### config.mk
export PLATFORM = sky130hd
export DESIGN_NAME = alu_seg_display
export DESIGN_NICKNAME = d
export VERILOG_FILES = /design/src/rtl/alu_seg_display.sv
export SDC_FILE = /design/constraint.sdc
export NUM_CORES = 1
export LEC_CHECK = 0
export CAP_MARGIN = 5
export CORE_ASPECT_RATIO = 1.1
export CORE_MARGIN = 10
export CORE_UTILIZATION = 54
export DETAILED_ROUTE_END_ITERATION = 6
export HOLD_SLACK_MARGIN = 0.15
export PLACE_DENSITY_LB_ADDON = 0.05
export SETUP_SLACK_MARGIN = 0.4
export SLEW_MARGIN = 10
export SYNTH_ARGS = -nofsm -noshare
export SYNTH_HDL_FRONTEND = slang
export SYNTH_SLANG_ARGS = --single-unit
### constraint.sdc
create_clock -name clk -period 3.8 [get_ports clk]
set_clock_uncertainty 0.15 [all_clocks]
set_input_delay 0.57 -clock clk [delete_from_list [all_inputs] [get_ports clk]]
set_output_delay 0.57 -clock clk [all_outputs]
set_load 0.005 [all_outputs]
### src/rtl/alu_seg_display.sv
// Seven-segment output stage for the 4-bit ALU: snapshots the operands, selects, result and carry,
// then scans them across an 8-digit common-anode display with an optional freeze (hold).
module alu_seg_display #(
    parameter int REFRESH_DIV = 100000
) (
    input  logic       clk,
    input  logic       rst,
    input  logic [3:0] a,
    input  logic [3:0] b,
    input  logic [2:0] op,
    input  logic       mode,
    input  logic [3:0] result,
    input  logic       c_out,
    input  logic       hold,
    output logic [7:0] an,
    output logic [6:0] seg,
    output logic       dp
);

    typedef struct packed {
        logic [3:0] a;
        logic [3:0] b;
        logic [2:0] op;
        logic       mode;
        logic [3:0] result;
        logic       c_out;
    } snap_t;

    // A one-bit counter is kept for REFRESH_DIV=1 so the wrap compare stays legal; it then wraps every edge.
    localparam int              CNT_W   = (REFRESH_DIV > 1) ? $clog2(REFRESH_DIV) : 1;
    localparam logic [CNT_W-1:0] CNT_MAX = CNT_W'(REFRESH_DIV - 1);

    snap_t            snap;
    logic [CNT_W-1:0] cnt;
    logic [2:0]       idx;
    logic             wrap;

    logic [3:0]       nibble;
    logic             blank;
    logic [7:0]       next_an;
    logic [6:0]       next_seg;
    logic             next_dp;

    function automatic logic [6:0] hex_seg(input logic [3:0] v);
        case (v)
            4'h0:    hex_seg = 7'b1000000;
            4'h1:    hex_seg = 7'b1111001;
            4'h2:    hex_seg = 7'b0100100;
            4'h3:    hex_seg = 7'b0110000;
            4'h4:    hex_seg = 7'b0011001;
            4'h5:    hex_seg = 7'b0010010;
            4'h6:    hex_seg = 7'b0000010;
            4'h7:    hex_seg = 7'b1111000;
            4'h8:    hex_seg = 7'b0000000;
            4'h9:    hex_seg = 7'b0010000;
            4'hA:    hex_seg = 7'b0001000;
            4'hB:    hex_seg = 7'b0000011;
            4'hC:    hex_seg = 7'b1000110;
            4'hD:    hex_seg = 7'b0100001;
            4'hE:    hex_seg = 7'b0000110;
            default: hex_seg = 7'b0001110;
        endcase
    endfunction

    assign wrap = (cnt == CNT_MAX);

    // NOTE: every output of this block gets a default first, so no path through the case can infer a latch.
    always_comb begin
        nibble = 4'h0;
        blank  = 1'b0;
        case (idx)
            3'd0:    nibble = snap.result;
            3'd1:    nibble = {3'b000, snap.c_out};
            3'd3:    nibble = {1'b0, snap.op};
            3'd4:    nibble = {3'b000, snap.mode};
            3'd6:    nibble = snap.b;
            3'd7:    nibble = snap.a;
            default: blank  = 1'b1;
        endcase
        next_an  = blank ? 8'hFF : ~(8'h01 << idx);
        next_seg = blank ? 7'h7F : hex_seg(nibble);
        next_dp  = ~((idx == 3'd0) & hold);
    end

    // NOTE: state is written with non-blocking assignments so every register samples pre-edge values.
    always_ff @(posedge clk) begin
        if (rst) begin
            snap <= '0;
            cnt  <= '0;
            idx  <= 3'd0;
            an   <= 8'hFF;
            seg  <= 7'h7F;
            dp   <= 1'b1;
        end else begin
            if (!hold) begin
                snap <= '{a: a, b: b, op: op, mode: mode, result: result, c_out: c_out};
            end
            if (wrap) begin
                cnt <= '0;
                idx <= idx + 3'd1;
            end else begin
                cnt <= cnt + CNT_W'(1);
            end
            an  <= next_an;
            seg <= next_seg;
            dp  <= next_dp;
        end
    end

endmodule

==> run metrics <==
setup TNS=0 ns; final setup vio count=0; reg2reg path depth=10; synth top area cells=dfxtp_1, mux2i_1, ha_1, nor2_1, xor2_1; Post-CTS Setup Bufs=0; Starting Density=56.60%; top cell type's share of synthesized area=a little over two fifths; P_int=0.8038 mW; pin count of the biggest net entering global routing=20; area leader, netlist=dfxtp_1; Tot GR Track Use=12.45%; crit path DAT=3.08 ns; # port buffers=35; Cell variety after synth=54; fin crit share=79.36%; RePlAce Congestion=0.8205; max frequency=331.6 MHz; Post-Syn Area=about 2500 um2; VDD IR max=0.0002962 V; dominant cell by count in the synthesized netlist=dfxtp_1; core footprint=4379 um2; Logic pwr share=10.8%; met2 Use GR=22.23%; post_cts resized=0; Post-synth EDFFs=0; drc violations=0; Hold Path Cell Cnt=1; Post-DP Area=between 2000 and 3000 um2; worst path cell trace=inv_1, ha_1, a22o_1, a211o_1, and2_1, inv_1, ha_1, nor4b_1, a211oi_2, a32oi_1; Slew HR=a little under a third; Non-Filler Instances=344; FP Rows=25; GR Util met3=3.575%; Final Hold Violating Endpoints=0; nets=about 320; design area=2947 um2; Yosys warning count=0; share of cells above drive strength 1=between 7 and 8%; 1st-pass router iterations=4; Max H-tree Level=2; Commonest cells post-synth=dfxtp_1, nor2_1, mux2i_1, ha_1, inv_1; outcome=finished, final reports clean; FF-to-FF Start=idx[2]$_SDFFE_PP0P_; post-route ant nets=0; Vias/cell=around 5.5; antenna diode count=0; RSZ-0062 raised after global routing=no; Synth async-reset ratio=0%; worst hold path endpoint=cnt[0]$_SDFF_PP0_; Die Wd=~85 um; slowest CP cell=dfxtp_2; hold path startpoint=cnt[0]$_SDFF_PP0_; Sequential Power Share=56.8%; Net Sw Frac=22.15%; Hold-fix buffers, CTS=0; routed len/inst=~15 um; path type of the worst setup path=register to register; Post-Syn Area per Cell=9.644 um2; clock power share=between 30% and 40%; syn nets=290; Root Buffer=clkbuf_8; Critical Path Sink Type=register; Die Span Y=~91 um; cell area power density=350.4 nW/um2; HPWL Detailed=3.780 mm; Crit Path Max Fanout=19; initial antenna violation count=0; global-route wire length before repair=approximately 8.4 mm; Iter 0 DRT Violations=114; ys flop type=dfxtp_1; Syn Inst Count=257; FF-to-FF End=seg[3]$_SDFF_PP1_; Layout area overhead=18.88%; die area=roughly 7700 um2; sequential area share after synthesis=42.81%; clock sinks=53; latest clock arrival within the worst-skew pair=0.29 ns; clk slew on worst S/H paths=0.09 ns; total number of vias=between 1500 and 2000; net load switching power=0.2287 mW; Worst path max stage delay=0.52 ns; worst hold path class=register to register; vias in the first global route=approximately 1800; I/O Pins=36; routing usage on met1=14.16%; max-cap viol count=0; TritonCTS clock tree=done; Post-Route WL=5.018 mm; Final min period=3.016 ns; startpoint types=register; worst path required time=3.87 ns; R2R Setup Slk=~0.8 ns; Most Crowded Layer GR=met2; global route overflow=0; DP Cell Count=336; FF+latch count, synth=53; TritonCTS Buffers=5; CTS max path bufs=2; measured slew at the worst slew-check pin=1.027 ns; final max-slew violation count=0; leakage=1.193 nW
worst max-delay path: cells and delay by family, from the launching register on:
| kind | cells | cell delay [ns] |
|---|---|---|
| DFF | 1 | 0.52 |
| buffers and inverters | 2 | 0.22 |
| AOI/OAI and AO/OA | 4 | 0.84 |
| and+or+nand+nor | 2 | 0.70 |
| adders and majority gates | 2 | 0.50 |
per-layer routing:
layer	wire length, um	up-vias
met5	0	-
met2	2599	44
li1	-	981
met3	275	6
met4	38	0
met1	2106	867
layout by cell type, fill, tap and decap left out, types with 4 or more instances in the layout:
| cell | count |
|---|---|
| a21oi_1 | 8 |
| clkbuf_8 | 7 |
| clkdlybuf4s50_1 | 35 |
| dfxtp_1 | 52 |
| ha_1 | 13 |
| inv_1 | 12 |
| mux2i_1 | 23 |
| nand2_1 | 10 |
| nand3_1 | 8 |
| nand3b_1 | 4 |
| nand4_1 | 7 |
| nor2_1 | 33 |
| o21ai_0 | 5 |
| o31ai_1 | 5 |
| or4_1 | 5 |
| xor2_1 | 8 |
per-stage QoR:
step | util (%) | total power, mW | hold WS (ns) | setup slack [ns]
after floorplan | - | 0.6609 | 0.2628 | 1.044
after global placement | 64.94 | 0.7115 | 0.2743 | 0.8660
after detailed placement | 64.94 | 0.7124 | 0.2829 | 0.7319
after CTS | 67.26 | 1.044 | 0.2965 | 0.6678
after global routing | 67.29 | 1.074 | 0.3302 | 0.5848
final | 67.29 | 1.033 | 0.2898 | 0.7842
registers in the layout, summed over array words and instances (netlist names):
signal  cells
idx         3
an          8
seg         7
cnt        17
snap       17
dp          1
power groups by stage:
stage	Clock [mW]	Combinational (mW)	Sequential (mW)
3_3_place_gp	0	0.111	0.600
5_1_grt	0.362	0.122	0.590
2_1_floorplan	0	0.0624	0.599
3_5_place_dp	0	0.112	0.601
4_1_cts	0.344	0.113	0.588
6_report	0.334	0.112	0.587
final cells by class:
type,count,area [um2]
well taps,54,67.56
inverters,12,45.04
clock buffers,7,96.34
repair buffers,36,357.8
multi-input cells,181,1313
fillers,381,1433
clock inverters,1,5.005
flip-flops and latches,53,1062
worst max-delay path by stage:
stage | slack (ns) | cells after the start | start | endpoint
3_5_place_dp | 0.73 | 10 | idx[2]$_SDFFE_PP0P_ | seg[3]$_SDFF_PP1_
5_1_grt | 0.58 | 10 | idx[2]$_SDFFE_PP0P_ | seg[3]$_SDFF_PP1_
3_3_place_gp | 0.87 | 10 | idx[2]$_SDFFE_PP0P_ | seg[3]$_SDFF_PP1_
2_1_floorplan | 1.04 | 10 | idx[2]$_SDFFE_PP0P_ | seg[2]$_SDFF_PP1_
4_1_cts | 0.67 | 10 | idx[2]$_SDFFE_PP0P_ | seg[3]$_SDFF_PP1_
6_report | 0.78 | 10 | idx[2]$_SDFFE_PP0P_ | seg[3]$_SDFF_PP1_
kinds of logic (layout without fill, tap and decap cells):
kind of cell / count (synthesis) / in the layout / synth area share, %
compound gates: 39 / 39 / 11.31
xor+xnor: 10 / 10 / 3.534
fa+ha+maj: 13 / 13 / 6.563
buf+inv: 23 / 56 / 4.240
flops: 53 / 53 / 42.81
mux: 24 / 24 / 9.742
simple gates: 95 / 95 / 21.81
Power figures use the tool's default switching activity.
